==> config.mk <==
export PLATFORM = sky130hd
export DESIGN_NAME = decode_cycle
export DESIGN_NICKNAME = d
export VERILOG_FILES = /design/src/rtl/riscv_pkg.sv /design/src/rtl/reg_file.sv /design/src/rtl/decode_cycle.sv
export SDC_FILE = /design/constraint.sdc
export NUM_CORES = 2
export LEC_CHECK = 0
export CAP_MARGIN = 20
export CORE_MARGIN = 10
export CORE_UTILIZATION = 40
export DETAILED_ROUTE_END_ITERATION = 7
export SETUP_SLACK_MARGIN = 0.5
export SLEW_MARGIN = 5
export SYNTH_ARGS = -nofsm -noshare
export SYNTH_HDL_FRONTEND = slang
export SYNTH_HIERARCHICAL = 1
export SYNTH_SLANG_ARGS = --single-unit
==> constraint.sdc <==
create_clock -name clk -period 5.39 [get_ports clk]
set_input_delay 1.617 -clock clk [delete_from_list [all_inputs] [get_ports clk]]
set_output_delay 1.617 -clock clk [all_outputs]
set_load 0.01 [all_outputs]
==> src/rtl/riscv_pkg.sv <==
// Shared RV32I decode encodings: opcodes, ALU control, immediate and result-source codes,
// plus the decoded control bundle.
package riscv_pkg;

  localparam logic [6:0] OP_LW  = 7'b0000011;
  localparam logic [6:0] OP_SW  = 7'b0100011;
  localparam logic [6:0] OP_R   = 7'b0110011;
  localparam logic [6:0] OP_I   = 7'b0010011;
  localparam logic [6:0] OP_BEQ = 7'b1100011;
  localparam logic [6:0] OP_JAL = 7'b1101111;

  typedef enum logic [2:0] {
    ALU_ADD = 3'b000,
    ALU_SUB = 3'b001,
    ALU_AND = 3'b010,
    ALU_OR  = 3'b011,
    ALU_SLT = 3'b101
  } alu_ctrl_e;

  typedef enum logic [1:0] {
    IMM_I = 2'b00,
    IMM_S = 2'b01,
    IMM_B = 2'b10,
    IMM_J = 2'b11
  } imm_src_e;

  typedef enum logic [1:0] {
    RES_ALU = 2'b00,
    RES_MEM = 2'b01,
    RES_PC4 = 2'b10
  } result_src_e;

  typedef struct packed {
    logic        reg_write;
    imm_src_e    imm_src;
    logic        alu_src;
    logic        mem_write;
    result_src_e result_src;
    logic        branch;
    logic [1:0]  alu_op;
    logic        jump;
  } ctrl_t;

endpackage

==> src/rtl/reg_file.sv <==
// 2R/1W register file: async reads with write-through, sync write, x0 hardwired to zero.
module reg_file import riscv_pkg::*; #(
  parameter int DATA_WIDTH = 32,
  parameter int NUM_REGS   = 32,
  localparam int AW        = $clog2(NUM_REGS)
) (
  input  logic                  clk,
  input  logic                  rst,
  input  logic                  we,
  input  logic [AW-1:0]         wa,
  input  logic [DATA_WIDTH-1:0] wd,
  input  logic [AW-1:0]         ra1,
  input  logic [AW-1:0]         ra2,
  output logic [DATA_WIDTH-1:0] rd1,
  output logic [DATA_WIDTH-1:0] rd2
);

  logic [NUM_REGS-1:0][DATA_WIDTH-1:0] regs;
  logic                                wr_live;

  assign wr_live = we && (wa != '0);

  always_ff @(posedge clk or negedge rst) begin
    if (!rst)         regs     <= '0;
    else if (wr_live) regs[wa] <= wd;
  end

  // Write-through lets writeback and decode share a cycle without forwarding.
  always_comb begin
    rd1 = regs[ra1];
    rd2 = regs[ra2];
    if (ra1 == '0)                  rd1 = '0;
    else if (wr_live && wa == ra1)  rd1 = wd;
    if (ra2 == '0)                  rd2 = '0;
    else if (wr_live && wa == ra2)  rd2 = wd;
  end

endmodule

==> src/rtl/decode_cycle.sv <==
// RV32I decode stage: register file, control/immediate decode, decode->execute register.
// Optional DECODE_ILLEGAL_EN adds a registered IllegalE flag.
module decode_cycle import riscv_pkg::*; #(
  parameter int DATA_WIDTH = 32,
  parameter int NUM_REGS   = 32
) (
  input  logic                  clk,
  input  logic                  rst,
  input  logic                  FlushE,
  input  logic [31:0]           InstrD,
  input  logic [DATA_WIDTH-1:0] PCD,
  input  logic [DATA_WIDTH-1:0] PCPlus4D,
  input  logic                  RegWriteW,
  input  logic [4:0]            RDW,
  input  logic [DATA_WIDTH-1:0] ResultW,
  output logic [4:0]            Rs1D,
  output logic [4:0]            Rs2D,
  output logic                  RegWriteE,
  output logic                  MemWriteE,
  output logic                  JumpE,
  output logic                  BranchE,
  output logic                  ALUSrcE,
  output logic [1:0]            ResultSrcE,
  output logic [2:0]            ALUControlE,
  output logic [DATA_WIDTH-1:0] RD1E,
  output logic [DATA_WIDTH-1:0] RD2E,
  output logic [DATA_WIDTH-1:0] ImmExtE,
  output logic [DATA_WIDTH-1:0] PCE,
  output logic [DATA_WIDTH-1:0] PCPlus4E,
  output logic [4:0]            RdE,
  output logic [4:0]            Rs1E,
  output logic [4:0]            Rs2E
`ifdef DECODE_ILLEGAL_EN
  ,
  output logic                  IllegalE
`endif
);

  typedef struct packed {
    logic                  reg_write;
    logic                  mem_write;
    logic                  jump;
    logic                  branch;
    logic                  alu_src;
    result_src_e           result_src;
    alu_ctrl_e             alu_ctrl;
    logic [DATA_WIDTH-1:0] rd1;
    logic [DATA_WIDTH-1:0] rd2;
    logic [DATA_WIDTH-1:0] imm;
    logic [DATA_WIDTH-1:0] pc;
    logic [DATA_WIDTH-1:0] pc4;
    logic [4:0]            rd;
    logic [4:0]            rs1;
    logic [4:0]            rs2;
`ifdef DECODE_ILLEGAL_EN
    logic                  illegal;
`endif
  } de_t;

  logic [6:0]            op;
  logic [2:0]            f3;
  ctrl_t                 ctrl;
  alu_ctrl_e             alu_ctrl;
  logic [31:0]           imm32;
  logic [DATA_WIDTH-1:0] rd1, rd2;
  de_t                   de_d, de_q;
`ifdef DECODE_ILLEGAL_EN
  logic                  illegal;
`endif

  assign op   = InstrD[6:0];
  assign f3   = InstrD[14:12];
  assign Rs1D = InstrD[19:15];
  assign Rs2D = InstrD[24:20];

  reg_file #(.DATA_WIDTH(DATA_WIDTH), .NUM_REGS(NUM_REGS)) u_rf (
    .clk (clk),
    .rst (rst),
    .we  (RegWriteW),
    .wa  (RDW),
    .wd  (ResultW),
    .ra1 (Rs1D),
    .ra2 (Rs2D),
    .rd1 (rd1),
    .rd2 (rd2)
  );

  always_comb begin
    ctrl = '0;
`ifdef DECODE_ILLEGAL_EN
    illegal = 1'b0;
`endif
    case (op)
      OP_LW:  begin ctrl.reg_write = 1'b1; ctrl.alu_src = 1'b1; ctrl.result_src = RES_MEM; end
      OP_SW:  begin ctrl.imm_src = IMM_S; ctrl.alu_src = 1'b1; ctrl.mem_write = 1'b1; end
      OP_R:   begin
        ctrl.reg_write = 1'b1;
        ctrl.alu_op    = 2'b10;
`ifdef DECODE_ILLEGAL_EN
        if (!(f3 inside {3'b000, 3'b010, 3'b110, 3'b111})) begin
          ctrl    = '0;
          illegal = 1'b1;
        end
`endif
      end
      OP_I:   begin ctrl.reg_write = 1'b1; ctrl.alu_src = 1'b1; ctrl.alu_op = 2'b10; end
      OP_BEQ: begin ctrl.imm_src = IMM_B; ctrl.branch = 1'b1; ctrl.alu_op = 2'b01; end
      OP_JAL: begin
        ctrl.reg_write  = 1'b1;
        ctrl.imm_src    = IMM_J;
        ctrl.result_src = RES_PC4;
        ctrl.jump       = 1'b1;
      end
      default: begin
`ifdef DECODE_ILLEGAL_EN
        illegal = (InstrD != '0);
`endif
      end
    endcase
  end

  // funct7[5] only selects sub for R-type; I-type addi with imm[10]=1 must stay add.
  always_comb begin
    alu_ctrl = ALU_ADD;
    case (ctrl.alu_op)
      2'b01: alu_ctrl = ALU_SUB;
      2'b10: begin
        case (f3)
          3'b000:  alu_ctrl = (op[5] && InstrD[30]) ? ALU_SUB : ALU_ADD;
          3'b010:  alu_ctrl = ALU_SLT;
          3'b110:  alu_ctrl = ALU_OR;
          3'b111:  alu_ctrl = ALU_AND;
          default: alu_ctrl = ALU_ADD;
        endcase
      end
      default: alu_ctrl = ALU_ADD;
    endcase
  end

  always_comb begin
    case (ctrl.imm_src)
      IMM_S:   imm32 = {{20{InstrD[31]}}, InstrD[31:25], InstrD[11:7]};
      IMM_B:   imm32 = {{20{InstrD[31]}}, InstrD[7], InstrD[30:25], InstrD[11:8], 1'b0};
      IMM_J:   imm32 = {{12{InstrD[31]}}, InstrD[19:12], InstrD[20], InstrD[30:21], 1'b0};
      default: imm32 = {{20{InstrD[31]}}, InstrD[31:20]};
    endcase
    if (op == OP_R) imm32 = '0;
  end

  always_comb begin
    de_d            = '0;
    de_d.reg_write  = ctrl.reg_write;
    de_d.mem_write  = ctrl.mem_write;
    de_d.jump       = ctrl.jump;
    de_d.branch     = ctrl.branch;
    de_d.alu_src    = ctrl.alu_src;
    de_d.result_src = ctrl.result_src;
    de_d.alu_ctrl   = alu_ctrl;
    de_d.rd1        = rd1;
    de_d.rd2        = rd2;
    de_d.imm        = DATA_WIDTH'($signed(imm32));
    de_d.pc         = PCD;
    de_d.pc4        = PCPlus4D;
    de_d.rd         = InstrD[11:7];
    de_d.rs1        = Rs1D;
    de_d.rs2        = Rs2D;
`ifdef DECODE_ILLEGAL_EN
    de_d.illegal    = illegal;
`endif
  end

  always_ff @(posedge clk or negedge rst) begin
    if (!rst)        de_q <= '0;
    else if (FlushE) de_q <= '0;
    else             de_q <= de_d;
  end

  assign RegWriteE   = de_q.reg_write;
  assign MemWriteE   = de_q.mem_write;
  assign JumpE       = de_q.jump;
  assign BranchE     = de_q.branch;
  assign ALUSrcE     = de_q.alu_src;
  assign ResultSrcE  = de_q.result_src;
  assign ALUControlE = de_q.alu_ctrl;
  assign RD1E        = de_q.rd1;
  assign RD2E        = de_q.rd2;
  assign ImmExtE     = de_q.imm;
  assign PCE         = de_q.pc;
  assign PCPlus4E    = de_q.pc4;
  assign RdE         = de_q.rd;
  assign Rs1E        = de_q.rs1;
  assign Rs2E        = de_q.rs2;
`ifdef DECODE_ILLEGAL_EN
  assign IllegalE    = de_q.illegal;
`endif

endmodule

==> metrics.md <==
| Metric | Value |
|---|---|
| Post-route DRC violation count | `0` |
| Peak VDD IR | `between 0.2 and 0.3 mV` |
| Hold Crit Depth | `0` |
| Top delay family on crit path | `buffers and inverters` |
| Net Sw Frac | `between 20 and 30%` |
| Count of cell types in the netlist | `74` |
| Post-synth top cells | `dfrtp_1 (1197), mux2_2 (1034), mux2i_1 (313)` |
| Chip Height | `around 410 µm` |
| Port Buf Inserts | `around 330` |
| Power share of the clock group | `roughly 37%` |
| Worst-case clock buffer depth | `3` |
| DR pass1 iterations | `6` |
| Max-cap violations | `0` |
| HPWL after DPL | `approximately 140 mm` |
| Via count | `~43000` |
| Seq/Total Area, Yosys | `about half` |
| Worst EP required | `about 3800 ps` |
| Slowest cell on the critical path | `clkdlybuf4s50_1` |
| Hold Violations, Final | `0` |
| Ratio of cells with drive above 1 in the final layout | `approximately two fifths` |
| Die W | `roughly 410 µm` |
| Setup TNS | `0 ps` |
| Post-CTS sizing | `0` |
| Internal Power | `19.2 mW` |
| Setup crit start kind | `primary input` |
| Skew final | `33.2 ps` |
| Worst hold path type | `register to register` |
| Initial DRC count | `4681` |
| Avg Cell Area, Syn | `around 14 µm²` |
| Post-route cell area | `roughly 72000 µm²` |
| Largest area contributor in the netlist | `dfrtp_1` |
| Final net count | `~4900` |
| R2R depth | `6` |
| Tightest Pin Transition | `approximately 1100 ps` |
| Via-to-Cell Ratio | `6.21` |
| Kind of critical path | `primary input to output port` |
| Syn-to-layout area delta | `16.7%` |
| EDFF count, synth | `0` |
| Critical-path cell list | `buf_2, clkdlybuf4s50_1` |
| Setup bufs post-CTS | `0` |
| Combinational power share | `19.1%` |
| Largest net degree at the start of global routing | `133` |
| CTS Sinks | `roughly 1200` |
| Core area | `around 150000 µm²` |
| Worst path arrival time | `approximately 2800 ps` |
| Post-route ant nets | `0` |
| Crit path time final | `4360 ps` |
| WP buf/inv | `2` |
| Syn nets | `approximately 4700` |
| Total CTS buffers | `140` |
| Vias in the first global route | `around 43000` |
| Final Setup Violations | `0` |
| Register share of total power | `around 44%` |
| Final hold slack | `394 ps` |
| Mapped Area | `slightly above 60000 µm²` |
| Worst-Skew Late Latency | `800 ps` |
| Fmax | `229 MHz` |
| Top post-synthesis cells by area | `dfrtp_1 (48%), mux2_2 (19%), mux4_2 (11%)` |
| Rows | `~140` |
| Cell Area, Placed | `a little under 70000 µm²` |
| Reg-to-reg setup timing slack | `about 2900 ps` |
| CP endpoint kind | `output port` |
| I/O pin count | `about 330` |
| Initial antenna violation count | `21` |
| Sw Pwr | `~7.3 mW` |
| R2r endpoint | `RD1E[23]` |
| Clk Tree Root Cell | `clkbuf_16` |
| Hold_buf cts | `0` |
| TritonCTS clock tree | `built` |
| Ys async rst share | `100%` |
| Drt wl/cell | `between 30 and 40 µm` |
| Hold path startpoint | `u_rf/regs[19]` |
| GRT Residual Overflow | `0` |
| Die ar. | `171000 µm²` |
| Final RePlAce weighted congestion | `around 0.86` |
| Total GRT Usage | `between 20% and 30%` |
| Synth Instances | `between 4000 and 5000` |
| Unrepaired setup endpoints after global routing | `false` |
| Synth Flop Type | `dfrtp_1` |
| Synthesis-stage register bit count | `between 1000 and 1500` |
| CP peak stage delay | `660 ps` |
| Clock-pin slew on the worst setup and hold paths | `roughly 60 ps` |
| WHS Endpoint | `u_rf/regs[19]` |
| CP max FO | `9` |
| Status | `complete, no violations` |
| Initial Utilization | `about two fifths` |
| Total Routed Length | `roughly 220 mm` |
| Ys Warns | `6` |
| Max-slew violations | `0` |
| Period Utilization, post-route | `~80%` |
| Top-area cell type share of the netlist area | `48.4%` |
| Most frequent cell after synthesis | `dfrtp_1` |
| Pwr dens | `around 370 nW/µm²` |
| Slew margin rel. | `around 25%` |
| First-pass GRT wire length | `between 300 and 400 mm` |
| H-tree depth | `4` |
| Fillers | `13600` |
| P_leak | `about 31 nW` |
| Reg-to-Reg Start | `u_rf/regs[471]` |
[worst max path at each step]
| stage | startpoint | end | depth (start not counted) |
|---|---|---|---|
| finish | InstrD[23] | Rs2D[3] | 2 |
| global placement | RDW[2] | RD1E[23] | 8 |
| CTS | InstrD[23] | Rs2D[3] | 2 |
| detailed placement | RDW[2] | RD1E[23] | 8 |
| floorplan | InstrD[20] | RD2E[23] | 8 |
| global route | InstrD[23] | Rs2D[3] | 2 |
[final cells by class]
cell class                 count  area [µm²]  area share (%)
antenna                        7        17.5          0.0242
tap                         2044        2560            3.54
inverter                      16        60.1          0.0831
clock buffer                 205        4080            5.65
multi-input combinational   2850       29400            40.7
clock inverter                47         606           0.838
timing repair buffer         545        5570            7.71
sequential                  1197       30000            41.5
[stage by stage]
step | util, % | power, mW | worst slack, ps | instances
final | 46.9 | 26.5 | 1030 | 6911
after global routing | 46.9 | 27.5 | 1010 | 6905
after global placement | 43.7 | 16.6 | 587 | 6637
after floorplan | - | 15.0 | 1920 | 4568
after detailed placement | 43.7 | 16.8 | 513 | 6642
after CTS | 46.8 | 26.6 | 1020 | 6894
[registers in the layout, summed over array words and instances, names as in the netlist, 3 cells and up]
signal / cells
RD1E: 32
PCPlus4E: 32
Rs2E: 5
RD2E: 32
ImmExtE: 21
Rs1E: 5
PCE: 32
RdE: 5
u_rf/regs: 1024
ALUControlE: 3
[kinds of logic after synthesis]
family | Yosys count | synth area share, %
muxes | 1659 | 35.2
buffers and inverters | 521 | 4.50
xor gates and xnor gates | 10 | 0.141
and+or+nand+nor | 606 | 5.24
adders and majority gates | 2 | 0.0404
DFF | 1197 | 48.4
AOI/OAI and AO/OA | 573 | 6.50
[power groups by stage]
| stage | combinational (mW) | sequential, mW | clock, mW |
|---|---|---|---|
| floorplan | 3.55 | 11.4 | 0 |
| global placement | 4.92 | 11.7 | 0 |
| detailed placement | 5.01 | 11.8 | 0 |
| CTS | 5.03 | 11.6 | 9.91 |
| global route | 5.41 | 11.9 | 10.3 |
| finish | 5.06 | 11.7 | 9.76 |
[placed cells by master (no fill, tap or decap), types with 22 or more instances in the layout]
cell                n
o22ai_1            93
a221o_1            41
nand2_1           133
a211oi_1           35
nor2_1             81
clkinv_2           22
a22oi_1            23
nor3b_1            25
mux2_2           1034
clkbuf_16         143
mux4_2            312
dfrtp_1          1197
a2111oi_0          30
a21oi_1            59
clkdlybuf4s50_1   319
nor4_1             43
clkbuf_8           28
mux2i_1           313
buf_12             41
o21ai_0           153
buf_4             161
nor2b_1           162
a221oi_1           71
nor3_1             40
clkbuf_1           35
[routing by layer]
| layer | global-route usage [%] | up-vias | wire length [µm] |
|---|---|---|---|
| li1 | - | 17500 | - |
| met1 | 35.2 | 22800 | 94700 |
| met2 | 38.7 | 2120 | 99000 |
| met3 | 6.51 | 430 | 21600 |
| met4 | 9.67 | 24 | 8390 |
| met5 | 0 | - | 152 |
Note: power is estimated with default switching activity, not from simulation.
